--- src/rtl/console_pkg.sv ---
// Shared types and constants for the character console front end.
package console_pkg;

   localparam int          COLS_DEF     = 80;
   localparam int          ROWS_DEF     = 50;
   localparam logic [31:0] CLR_WORD_DEF = 32'h0000_0020;

   localparam logic [7:0] CC_CR       = 8'h0D;
   localparam logic [7:0] CC_LF       = 8'h0A;
   localparam logic [7:0] CC_BS       = 8'h08;
   localparam logic [7:0] CC_FF       = 8'h0C;
   localparam logic [7:0] PRINT_FIRST = 8'h20;
   localparam logic [7:0] PRINT_LAST  = 8'h7E;

   typedef enum logic [2:0] {
      ST_CLR,
      ST_IDLE,
      ST_PUT,
      ST_SCR_RD,
      ST_SCR_WR,
      ST_SCR_FILL
   } state_t;

   // VRAM cell layout: colour in [19:8], bit 7 reserved, 7-bit code in [6:0].
   function automatic logic [31:0] pack_word(input logic [11:0] color, input logic [6:0] code);
      return {12'h000, color, 1'b0, code};
   endfunction

   // Word index to VRAM byte address.
   function automatic logic [15:0] idx_to_addr(input logic [11:0] idx);
      return {2'b00, idx, 2'b00};
   endfunction

endpackage

--- src/rtl/char_console.sv ---
// Byte-stream text console: cursor tracking, wrap, clear and hardware scroll
// driving the character display's local VRAM port.
//
// state       | meaning
// ------------+-----------------------------------------------------------
// ST_CLR      | writing CLR_WORD to every cell, idx = next cell to write
// ST_IDLE     | CH_READY=1, decoding incoming bytes
// ST_PUT      | single glyph write at the cursor, then advance cursor
// ST_SCR_RD   | RDEN at source cell idx (rows 1..ROWS-1)
// ST_SCR_WR   | WREN at idx-COLS, data forwarded from RDDATA
// ST_SCR_FILL | writing CLR_WORD across the last row, idx = cell written
module char_console
   import console_pkg::*;
#(
   parameter int          COLS     = COLS_DEF,
   parameter int          ROWS     = ROWS_DEF,
   parameter logic [31:0] CLR_WORD = CLR_WORD_DEF
) (
   input  logic        CLK,
   input  logic        RST,
   input  logic        CH_VALID,
   input  logic [7:0]  CH_DATA,
   input  logic [11:0] CH_COLOR,
   output logic        CH_READY,
   output logic        BUSY,
   output logic [6:0]  CUR_X,
   output logic [5:0]  CUR_Y,
   output logic [15:0] WRADDR,
   output logic [3:0]  BYTEEN,
   output logic        WREN,
   output logic [31:0] WRDATA,
   output logic [15:0] RDADDR,
   output logic        RDEN,
   input  logic [31:0] RDDATA
);

   localparam logic [11:0] CLR_END      = 12'(ROWS * COLS);
   localparam logic [11:0] LAST_IDX     = 12'(ROWS * COLS - 1);
   localparam logic [11:0] ROW1_IDX     = 12'(COLS);
   localparam logic [11:0] LAST_ROW_IDX = 12'((ROWS - 1) * COLS);
   localparam logic [6:0]  LAST_COL     = 7'(COLS - 1);
   localparam logic [5:0]  LAST_ROW     = 6'(ROWS - 1);

   state_t      state_q, state_d;
   logic [11:0] idx_q, idx_d;
   logic [6:0]  cur_x_q, cur_x_d;
   logic [5:0]  cur_y_q, cur_y_d;
   logic        wren_q, wren_d;
   logic [15:0] wraddr_q, wraddr_d;
   logic [31:0] wrdata_q, wrdata_d;
   logic [3:0]  byteen_q, byteen_d;
   logic        fwd_q, fwd_d;
   logic        rden_q, rden_d;
   logic [15:0] rdaddr_q, rdaddr_d;
   logic        ready_q, ready_d;
   logic        busy_q, busy_d;
   logic [11:0] cur_idx;

   // Constant multiply by 80 folds to (row<<6)+(row<<4).
   assign cur_idx = 12'(int'(cur_y_q) * COLS + int'(cur_x_q));

   // Next-state, cursor and next-cycle strobe decisions.
   always_comb begin
      state_d  = state_q;
      idx_d    = idx_q;
      cur_x_d  = cur_x_q;
      cur_y_d  = cur_y_q;
      wren_d   = 1'b0;
      wraddr_d = wraddr_q;
      wrdata_d = wrdata_q;
      fwd_d    = 1'b0;
      rden_d   = 1'b0;
      rdaddr_d = rdaddr_q;

      case (state_q)
         ST_CLR: begin
            if (idx_q == CLR_END) begin
               state_d = ST_IDLE;
               cur_x_d = '0;
               cur_y_d = '0;
            end else begin
               wren_d   = 1'b1;
               wraddr_d = idx_to_addr(idx_q);
               wrdata_d = CLR_WORD;
               idx_d    = idx_q + 12'd1;
            end
         end
         ST_IDLE: begin
            if (CH_VALID) begin
               if (CH_DATA >= PRINT_FIRST && CH_DATA <= PRINT_LAST) begin
                  state_d  = ST_PUT;
                  wren_d   = 1'b1;
                  wraddr_d = idx_to_addr(cur_idx);
                  wrdata_d = pack_word(CH_COLOR, CH_DATA[6:0]);
               end else if (CH_DATA == CC_CR) begin
                  cur_x_d = '0;
               end else if (CH_DATA == CC_LF) begin
                  cur_x_d = '0;
                  if (cur_y_q < LAST_ROW) begin
                     cur_y_d = cur_y_q + 6'd1;
                  end else begin
                     state_d  = ST_SCR_RD;
                     idx_d    = ROW1_IDX;
                     rden_d   = 1'b1;
                     rdaddr_d = idx_to_addr(ROW1_IDX);
                  end
               end else if (CH_DATA == CC_BS) begin
                  if (cur_x_q != '0) cur_x_d = cur_x_q - 7'd1;
               end else if (CH_DATA == CC_FF) begin
                  // First clear write goes out on the accept edge so a
                  // form feed costs exactly ROWS*COLS busy cycles.
                  state_d  = ST_CLR;
                  wren_d   = 1'b1;
                  wraddr_d = idx_to_addr(12'd0);
                  wrdata_d = CLR_WORD;
                  idx_d    = 12'd1;
               end
            end
         end
         ST_PUT: begin
            if (cur_x_q < LAST_COL) begin
               cur_x_d = cur_x_q + 7'd1;
               state_d = ST_IDLE;
            end else if (cur_y_q < LAST_ROW) begin
               cur_x_d = '0;
               cur_y_d = cur_y_q + 6'd1;
               state_d = ST_IDLE;
            end else begin
               cur_x_d  = '0;
               state_d  = ST_SCR_RD;
               idx_d    = ROW1_IDX;
               rden_d   = 1'b1;
               rdaddr_d = idx_to_addr(ROW1_IDX);
            end
         end
         ST_SCR_RD: begin
            state_d  = ST_SCR_WR;
            wren_d   = 1'b1;
            wraddr_d = idx_to_addr(idx_q - ROW1_IDX);
            fwd_d    = 1'b1;
         end
         ST_SCR_WR: begin
            if (idx_q == LAST_IDX) begin
               state_d  = ST_SCR_FILL;
               idx_d    = LAST_ROW_IDX;
               wren_d   = 1'b1;
               wraddr_d = idx_to_addr(LAST_ROW_IDX);
               wrdata_d = CLR_WORD;
            end else begin
               state_d  = ST_SCR_RD;
               idx_d    = idx_q + 12'd1;
               rden_d   = 1'b1;
               rdaddr_d = idx_to_addr(idx_q + 12'd1);
            end
         end
         ST_SCR_FILL: begin
            if (idx_q == LAST_IDX) begin
               state_d = ST_IDLE;
            end else begin
               idx_d    = idx_q + 12'd1;
               wren_d   = 1'b1;
               wraddr_d = idx_to_addr(idx_q + 12'd1);
               wrdata_d = CLR_WORD;
            end
         end
         default: begin
            state_d = ST_CLR;
            idx_d   = '0;
         end
      endcase

      byteen_d = wren_d ? 4'b0111 : 4'b0000;
      ready_d  = (state_d == ST_IDLE);
      busy_d   = (state_d == ST_CLR) || (state_d == ST_SCR_RD) ||
                 (state_d == ST_SCR_WR) || (state_d == ST_SCR_FILL);
   end

   // State, cursor and output registers; reset restarts the clear.
   always_ff @(posedge CLK or negedge RST) begin
      if (!RST) begin
         state_q  <= ST_CLR;
         idx_q    <= '0;
         cur_x_q  <= '0;
         cur_y_q  <= '0;
         wren_q   <= 1'b0;
         wraddr_q <= '0;
         wrdata_q <= '0;
         byteen_q <= '0;
         fwd_q    <= 1'b0;
         rden_q   <= 1'b0;
         rdaddr_q <= '0;
         ready_q  <= 1'b0;
         busy_q   <= 1'b1;
      end else begin
         state_q  <= state_d;
         idx_q    <= idx_d;
         cur_x_q  <= cur_x_d;
         cur_y_q  <= cur_y_d;
         wren_q   <= wren_d;
         wraddr_q <= wraddr_d;
         wrdata_q <= wrdata_d;
         byteen_q <= byteen_d;
         fwd_q    <= fwd_d;
         rden_q   <= rden_d;
         rdaddr_q <= rdaddr_d;
         ready_q  <= ready_d;
         busy_q   <= busy_d;
      end
   end

   assign CH_READY = ready_q;
   assign BUSY     = busy_q;
   assign CUR_X    = cur_x_q;
   assign CUR_Y    = cur_y_q;
   assign WREN     = wren_q;
   assign WRADDR   = wraddr_q;
   assign BYTEEN   = byteen_q;
   assign RDEN     = rden_q;
   assign RDADDR   = rdaddr_q;
   // Scroll copy forwards the RAM's registered read port straight into the
   // write, keeping the copy at two cycles per cell.
   assign WRDATA   = fwd_q ? RDDATA : wrdata_q;

endmodule

--- config.mk ---
export PLATFORM = sky130hd
export DESIGN_NAME = char_console
export DESIGN_NICKNAME = d
export VERILOG_FILES = /design/src/rtl/console_pkg.sv /design/src/rtl/char_console.sv
export SDC_FILE = /design/constraint.sdc
export NUM_CORES = 1
export LEC_CHECK = 0
export ABC_AREA = 1
export ABC_CLOCK_PERIOD_IN_PS = 5600
export CELL_PAD_IN_SITES_DETAIL_PLACEMENT = 0
export CELL_PAD_IN_SITES_GLOBAL_PLACEMENT = 1
export CORE_UTILIZATION = 25
export CTS_CLUSTER_DIAMETER = 200
export DETAILED_ROUTE_END_ITERATION = 8
export PLACE_DENSITY = 0.64
export SKIP_LAST_GASP = 1
export SLEW_MARGIN = 20
export SYNTH_ARGS = -nofsm -noshare
export SYNTH_HDL_FRONTEND = slang
export SYNTH_SLANG_ARGS = --single-unit
--- constraint.sdc ---
create_clock -name CLK -period 5.6 [get_ports CLK]
set_input_delay 1.12 -clock CLK [delete_from_list [all_inputs] [get_ports CLK]]
set_output_delay 1.12 -clock CLK [all_outputs]
set_load 0.02 [all_outputs]
==> metrics.cfg, run 1 <==
[timing]
worstMarginPinSlew_ns=0.882
finalSetupViolCount=0
finalSetupTns_ns=0
hold_violations=0
timing.final.crit_period_ns=3.51
grt_setup_unrepaired=false
fmax_ghz=0.285
period_share_pct=62.8
fin_ws_ns=2.09
maxSlewHeadroom_pct=41.0
maxSlewViolCount=0
fin_skew_ns=0.00807

[yosys]
synth_area_sq_um=5830
synth.distinct_cells=41
syn_avg_cell_area_sq_um=7.04
ys_seq_area_share_pct=32.6
syn_inst=828
ys_ff_latch=76
yosysWarningCount=0

[layout]
final_common_cell=nand2_1
fin_util_pct=33.5
design_area_sq_um=7620
syn2layout_area_growth_pct=30.7
final_nets=1020
fillers=2455
layout_common_cells=268 x nand2_1, 129 x clkdlybuf4s50_1, 109 x nand3_1, 80 x inv_1, 75 x dfrtp_1
diodes=0
drive_gt1_share_pct=10.7

[die]
die_width_um=155
core_area_sq_um=22800
rows=55
die_h_um=155
pin_count=140
start_util_pct=25.6
die_area_sq_um=23900

[worst_hold_path]
hold_path_class=reg -> reg

[grt]
grt_pass1_wl_mm=28.8
overflow=0
first_global_vias=5209
grt.total_usage_pct=15.6
grt_max_degree=77
antenna_found_initial=0

[run]
drv_cap=0

[cts]
clock_latency_ns=0.36
cts_buffer_depth=2
cts_buffers=9
cts_tree=done
cts_root_buf=clkbuf_16
cts_sinks=76
cts.clk_slew.worst_paths_ns=0.06
cts_resized=0
cts_hold_buf=0
post_cts_buffers=0
htree_levels=3

[drt]
drc=0
route.vias.total=5570
via_per_inst=4.42
routed_wl_mm=18.2
dr.pass1.iters=7
wl_per_cell_um=14.5
drtIter0Drc=339
antenna_left=0

[power]
worst_ir_drop_vdd_v=0.0000945
finalPower_w=0.00129
total_leakage_power_nw=3.64
powerDensity_nw_per_um2=169

[place]
pre_cts_ws_ns=1.79
dp_hpwl_mm=14.1
port_buffers=130
gp_congestion=0.800
dpl_cell_area_sq_um=7300

[setup_path]
r2r_setup_slack_ns=2.88
crit_type=in -> out
worstPathArrival_ns=2.39
required_ns=4.48
worstSetupEndpointType=output port
startpoint_type=input pin
path_max_fanout=1

[run_status]
status=completed

## cell usage after synthesis, drive strengths merged
library cell / count / share of area [%]
mux2: 19 / 3.7
dfrtp: 75 / 32
ha: 22 / 4.7
inv: 91 / 5.9
xor2: 15 / 2.3
xnor2: 3 / 0.45
o21ai: 45 / 4.6
nand3b: 8 / 1.0
clkbuf: 9 / 0.67
nor2: 70 / 5.4
clkinv: 1 / 0.064
a21oi: 10 / 0.92
dfstp: 1 / 0.45
nor3: 4 / 0.54
fa: 2 / 0.69
a31oi: 2 / 0.21
nand2: 286 / 19
nand4: 13 / 1.4
o221ai: 4 / 0.60
nand3: 115 / 11
buf: 30 / 3.8
conb: 1 / 0.064
or2: 1 / 0.11
a211oi: 1 / 0.13
## per-stage QoR
stage / hold WS, ns / instances
4_1_cts: 0.483 / 1258
5_1_grt: 0.506 / 1259
3_5_place_dp: 0.467 / 1242
2_1_floorplan: 0.449 / 836
6_report: 0.476 / 1259
3_3_place_gp: 0.463 / 1242
## sequential cells by signal, indices dropped and copies added, names as in the netlist, 3 cells and up
register,flops
idx_q,12
RDADDR,12
WRADDR,12
CUR_X,7
state_q,3
CUR_Y,6
wrdata_q,19
## worst max-delay path, stage by stage
cell,delay (ns)
clkdlybuf4s50_1,0.46
mux2_2,0.28
clkdlybuf4s50_1,0.53
## area by class of cell
class | count | area (sq um) | share of cell area [%]
clock buffer | 10 | 229 | 3.00
clock inverter | 6 | 66.3 | 0.870
inverter | 92 | 348 | 4.56
multi-input combinational | 629 | 3350 | 43.9
sequential | 76 | 1900 | 25.0
tap | 313 | 392 | 5.14
timing repair buffer | 133 | 1330 | 17.5
## metal layers
| layer | vias up | routed length, um | track usage [%] |
|---|---|---|---|
| met2 | 170 | 7990 | 24.7 |
| li1 | 2859 | - | - |
| met3 | 16 | 1020 | 2.77 |
| met4 | 0 | 371 | 5.80 |
| met5 | - | 0 | 0 |
| met1 | 2525 | 8860 | 21.2 |
## logic make-up (layout without fill, tap and decap cells)
family                   count (synthesis)  after routing  share of synthesized area, %
XOR/XNOR                                18             18                          2.70
AO/OA/AOI/OAI                           62             62                          6.50
flip-flops                              76             76                          32.6
adder cells (fa/ha/maj)                 24             24                          5.41
other                                    1              9                        0.0643
AND/OR/NAND/NOR                        497            497                          38.6
multiplexers                            19             19                          3.67
buffers and inverters                  131            241                          10.4
## report_power, final
group / leakage (nW) / internal [W] / switching (W) / total [W]
Clock: 0.146 / 0.000346 / 0.000250 / 0.000596
Combinational: 2.52 / 0.0000718 / 0.0000656 / 0.000137
Sequential: 0.974 / 0.000552 / 0.00000564 / 0.000557
Total: 3.64 / 0.000969 / 0.000321 / 0.00129
## path summary, 6_finish.rpt
kind | from | to | cells past startpoint
worst min register to register | WRADDR[10] | WRADDR[10] | 2
worst max register to register | state_q[1] | wrdata_q[10] | 8
max in group asynchronous | RST | CUR_X[2] | 2
worst max-delay path | RDDATA[2] | WRDATA[2] | 3
min in group asynchronous | RST | BYTEEN[1] | 1
worst min-delay path | WRADDR[10] | WRADDR[10] | 2
Note: power is estimated with default switching activity, not from simulation.
==> run 2: changes to the inputs <==
ABC_CLOCK_PERIOD_IN_PS = 3100   (was 5600)
PLACE_DENSITY = 0.67   (was 0.64)
clock period = 3.1 ns   (was 5.6 ns; I/O delays follow)
==> metrics.cfg, run 2 (synthesis results as in run 1) <==
[setup_path]
reg2reg_depth=12  ; +4
slowest_stage=clkdlybuf4s50_1
crit_chain=buf_4 > mux2_2 > clkdlybuf4s50_1
required_ns=2.48  ; -2.00 ns
rr_startpoint=CUR_Y[3]
critPathBufInv=2  ; unchanged
worstSetupEndpointType=output port
worst-path-stages=3  ; unchanged
path_max_fanout=32  ; +31
startpoint_type=register
cp_top_family=buffers and inverters
r2r_setup_slack_ns=0.58  ; -2.30 ns
setup.worst_path.end=WRDATA[3]
r2r-end=WRADDR[13]
cpPeakStageDelay_ns=0.54  ; about the same
crit_start=fwd_q
crit_type=reg -> out
worstPathArrival_ns=1.98  ; -0.41 ns

[grt]
grt_pass1_wl_mm=29.5  ; +2.4%
grt_max_degree=77  ; unchanged
antenna_found_initial=0  ; unchanged
grt.total_usage_pct=16.0  ; +0.35 points
overflow=0  ; unchanged
first_global_vias=5370  ; +3.1%

[place]
dp_hpwl_mm=14.3  ; +0.84%
pre_cts_ws_ns=0.375  ; -1.41 ns
dpl_cell_area_sq_um=7410  ; +1.5%
port_buffers=130  ; unchanged
gp_congestion=0.848  ; +6.0%

[power]
powerDensity_nw_per_um2=325  ; +92%
total_leakage_power_nw=3.73  ; +2.3%
p_comb_share_pct=9.8  ; -0.9 points
finalPower_w=0.00252  ; +96%
net-switching-power_w=0.000586  ; +83%
power.share.clock_pct=50.3  ; +4.1 points
worst_ir_drop_vdd_v=0.000264  ; +180%
p_int_w=0.00194  ; +100%
power.share.switching_pct=23.2  ; -1.6 points
power_frac_seq_pct=39.9  ; -3.3 points

[cts]
cts_root_buf=clkbuf_16
cts_tree=done
clock_latency_ns=0.36  ; about the same
cts_buffer_depth=2  ; unchanged
cts_sinks=76  ; unchanged
cts.clk_slew.worst_paths_ns=0.06  ; about the same
htree_levels=3  ; unchanged
cts_hold_buf=0  ; unchanged
cts_resized=0  ; unchanged
cts_buffers=9  ; unchanged
post_cts_buffers=0  ; unchanged

[drt]
dr.pass1.iters=5  ; -2
drtIter0Drc=384  ; +13%
wl_per_cell_um=14.5  ; +0.17%
antenna_left=0  ; unchanged
routed_wl_mm=18.4  ; +1.1%
via_per_inst=4.44  ; +0.32%
route.vias.total=5641  ; +1.3%
drc=0  ; unchanged

[layout]
final_nets=1032  ; +1.2%
drive_gt1_share_pct=11.8  ; +1.1 points
syn2layout_area_growth_pct=33.3
final_common_cell=nand2_1
largest_reg_flops=19  ; unchanged
regMostFlops=wrdata_q
layout_common_cells=268 x nand2_1, 129 x clkdlybuf4s50_1, 109 x nand3_1, 80 x inv_1, 75 x dfrtp_1
diodes=0  ; unchanged
design_area_sq_um=7770  ; +2.0%

[run]
drv_cap=0  ; unchanged

[timing]
worstMarginPinSlew_ns=0.759  ; -0.123 ns
fmax_ghz=0.385
maxSlewViolCount=0  ; unchanged
finalSetupViolCount=0  ; unchanged
timing.final.crit_period_ns=2.60
fin_ws_ns=0.501  ; -1.58 ns
grt_setup_unrepaired=false
period_share_pct=83.8
finalSetupTns_ns=0  ; unchanged
hold_violations=0  ; unchanged
maxSlewHeadroom_pct=49.4  ; +8.4 points
fin_skew_ns=0.00940  ; +0.00133 ns

[die]
start_util_pct=25.6  ; unchanged
pin_count=140  ; unchanged
core_area_sq_um=22800  ; unchanged
die_width_um=155  ; unchanged
die_h_um=155  ; unchanged
rows=55  ; unchanged
die_area_sq_um=23900  ; unchanged

[worst_hold_path]
hold_path_class=in -> async

[run_status]
status=completed

[run 2: metrics by stage]
step	hold WS (ns)	utilization [%]	instances
2_1_floorplan	0.324	-	836
3_3_place_gp	0.463	32.6	1255
3_5_place_dp	0.469	32.6	1255
4_1_cts	0.486	34.1	1271
5_1_grt	0.381	34.1	1271
6_report	0.316	34.1	1271
[run 2: cell type report]
| class | instances | area, sq um |
|---|---|---|
| sequential | 76 | 1900 |
| clock buffer | 11 | 243 |
| multi-input combinational | 629 | 3350 |
| fill | 2468 | 15000 |
| clock inverter | 5 | 108 |
| timing repair buffer | 145 | 1430 |
| inverter | 92 | 348 |
| tap | 313 | 392 |
[run 2: worst min-delay path by stage]
stage / to / slack, ns / cells past startpoint
floorplan: BYTEEN[1] / 0.32 / 0
CTS: wrdata_q[12] / 0.49 / 2
global route: wrdata_q[11] / 0.38 / 1
detailed placement: WRADDR[2] / 0.47 / 2
finish: wrdata_q[11] / 0.32 / 1
global placement: WRADDR[5] / 0.46 / 2
[run 2: worst reg2reg max path, stage by stage, from the launching register on]
cell,delay [ns]
dfrtp_1,0.46
ha_1,0.31
ha_1,0.21
inv_1,0.07
fa_1,0.45
nor2_1,0.16
nand3_1,0.10
a21oi_1,0.23
nand3_1,0.10
nand3_1,0.14
nand2_1,0.07
nand2_1,0.06
nand2_1,0.04
[run 2: power by group through the flow]
stage	sequential, W	combinational, W	clock [W]
final	0.00101	0.000248	0.00127
after global routing	0.00101	0.000271	0.00135
after CTS	0.00101	0.000252	0.00130
after detailed placement	0.00103	0.000250	0
after global placement	0.00103	0.000250	0
after floorplan	0.00102	0.000104	0
[run 2: layer usage]
metal / vias up / share of wire [%] / track usage [%]
li1: 2888 / - / -
met1: 2572 / 49 / 21.5
met2: 162 / 43 / 25.1
met3: 19 / 5.1 / 3.33
met4: 0 / 2.0 / 5.66
met5: - / 0 / 0
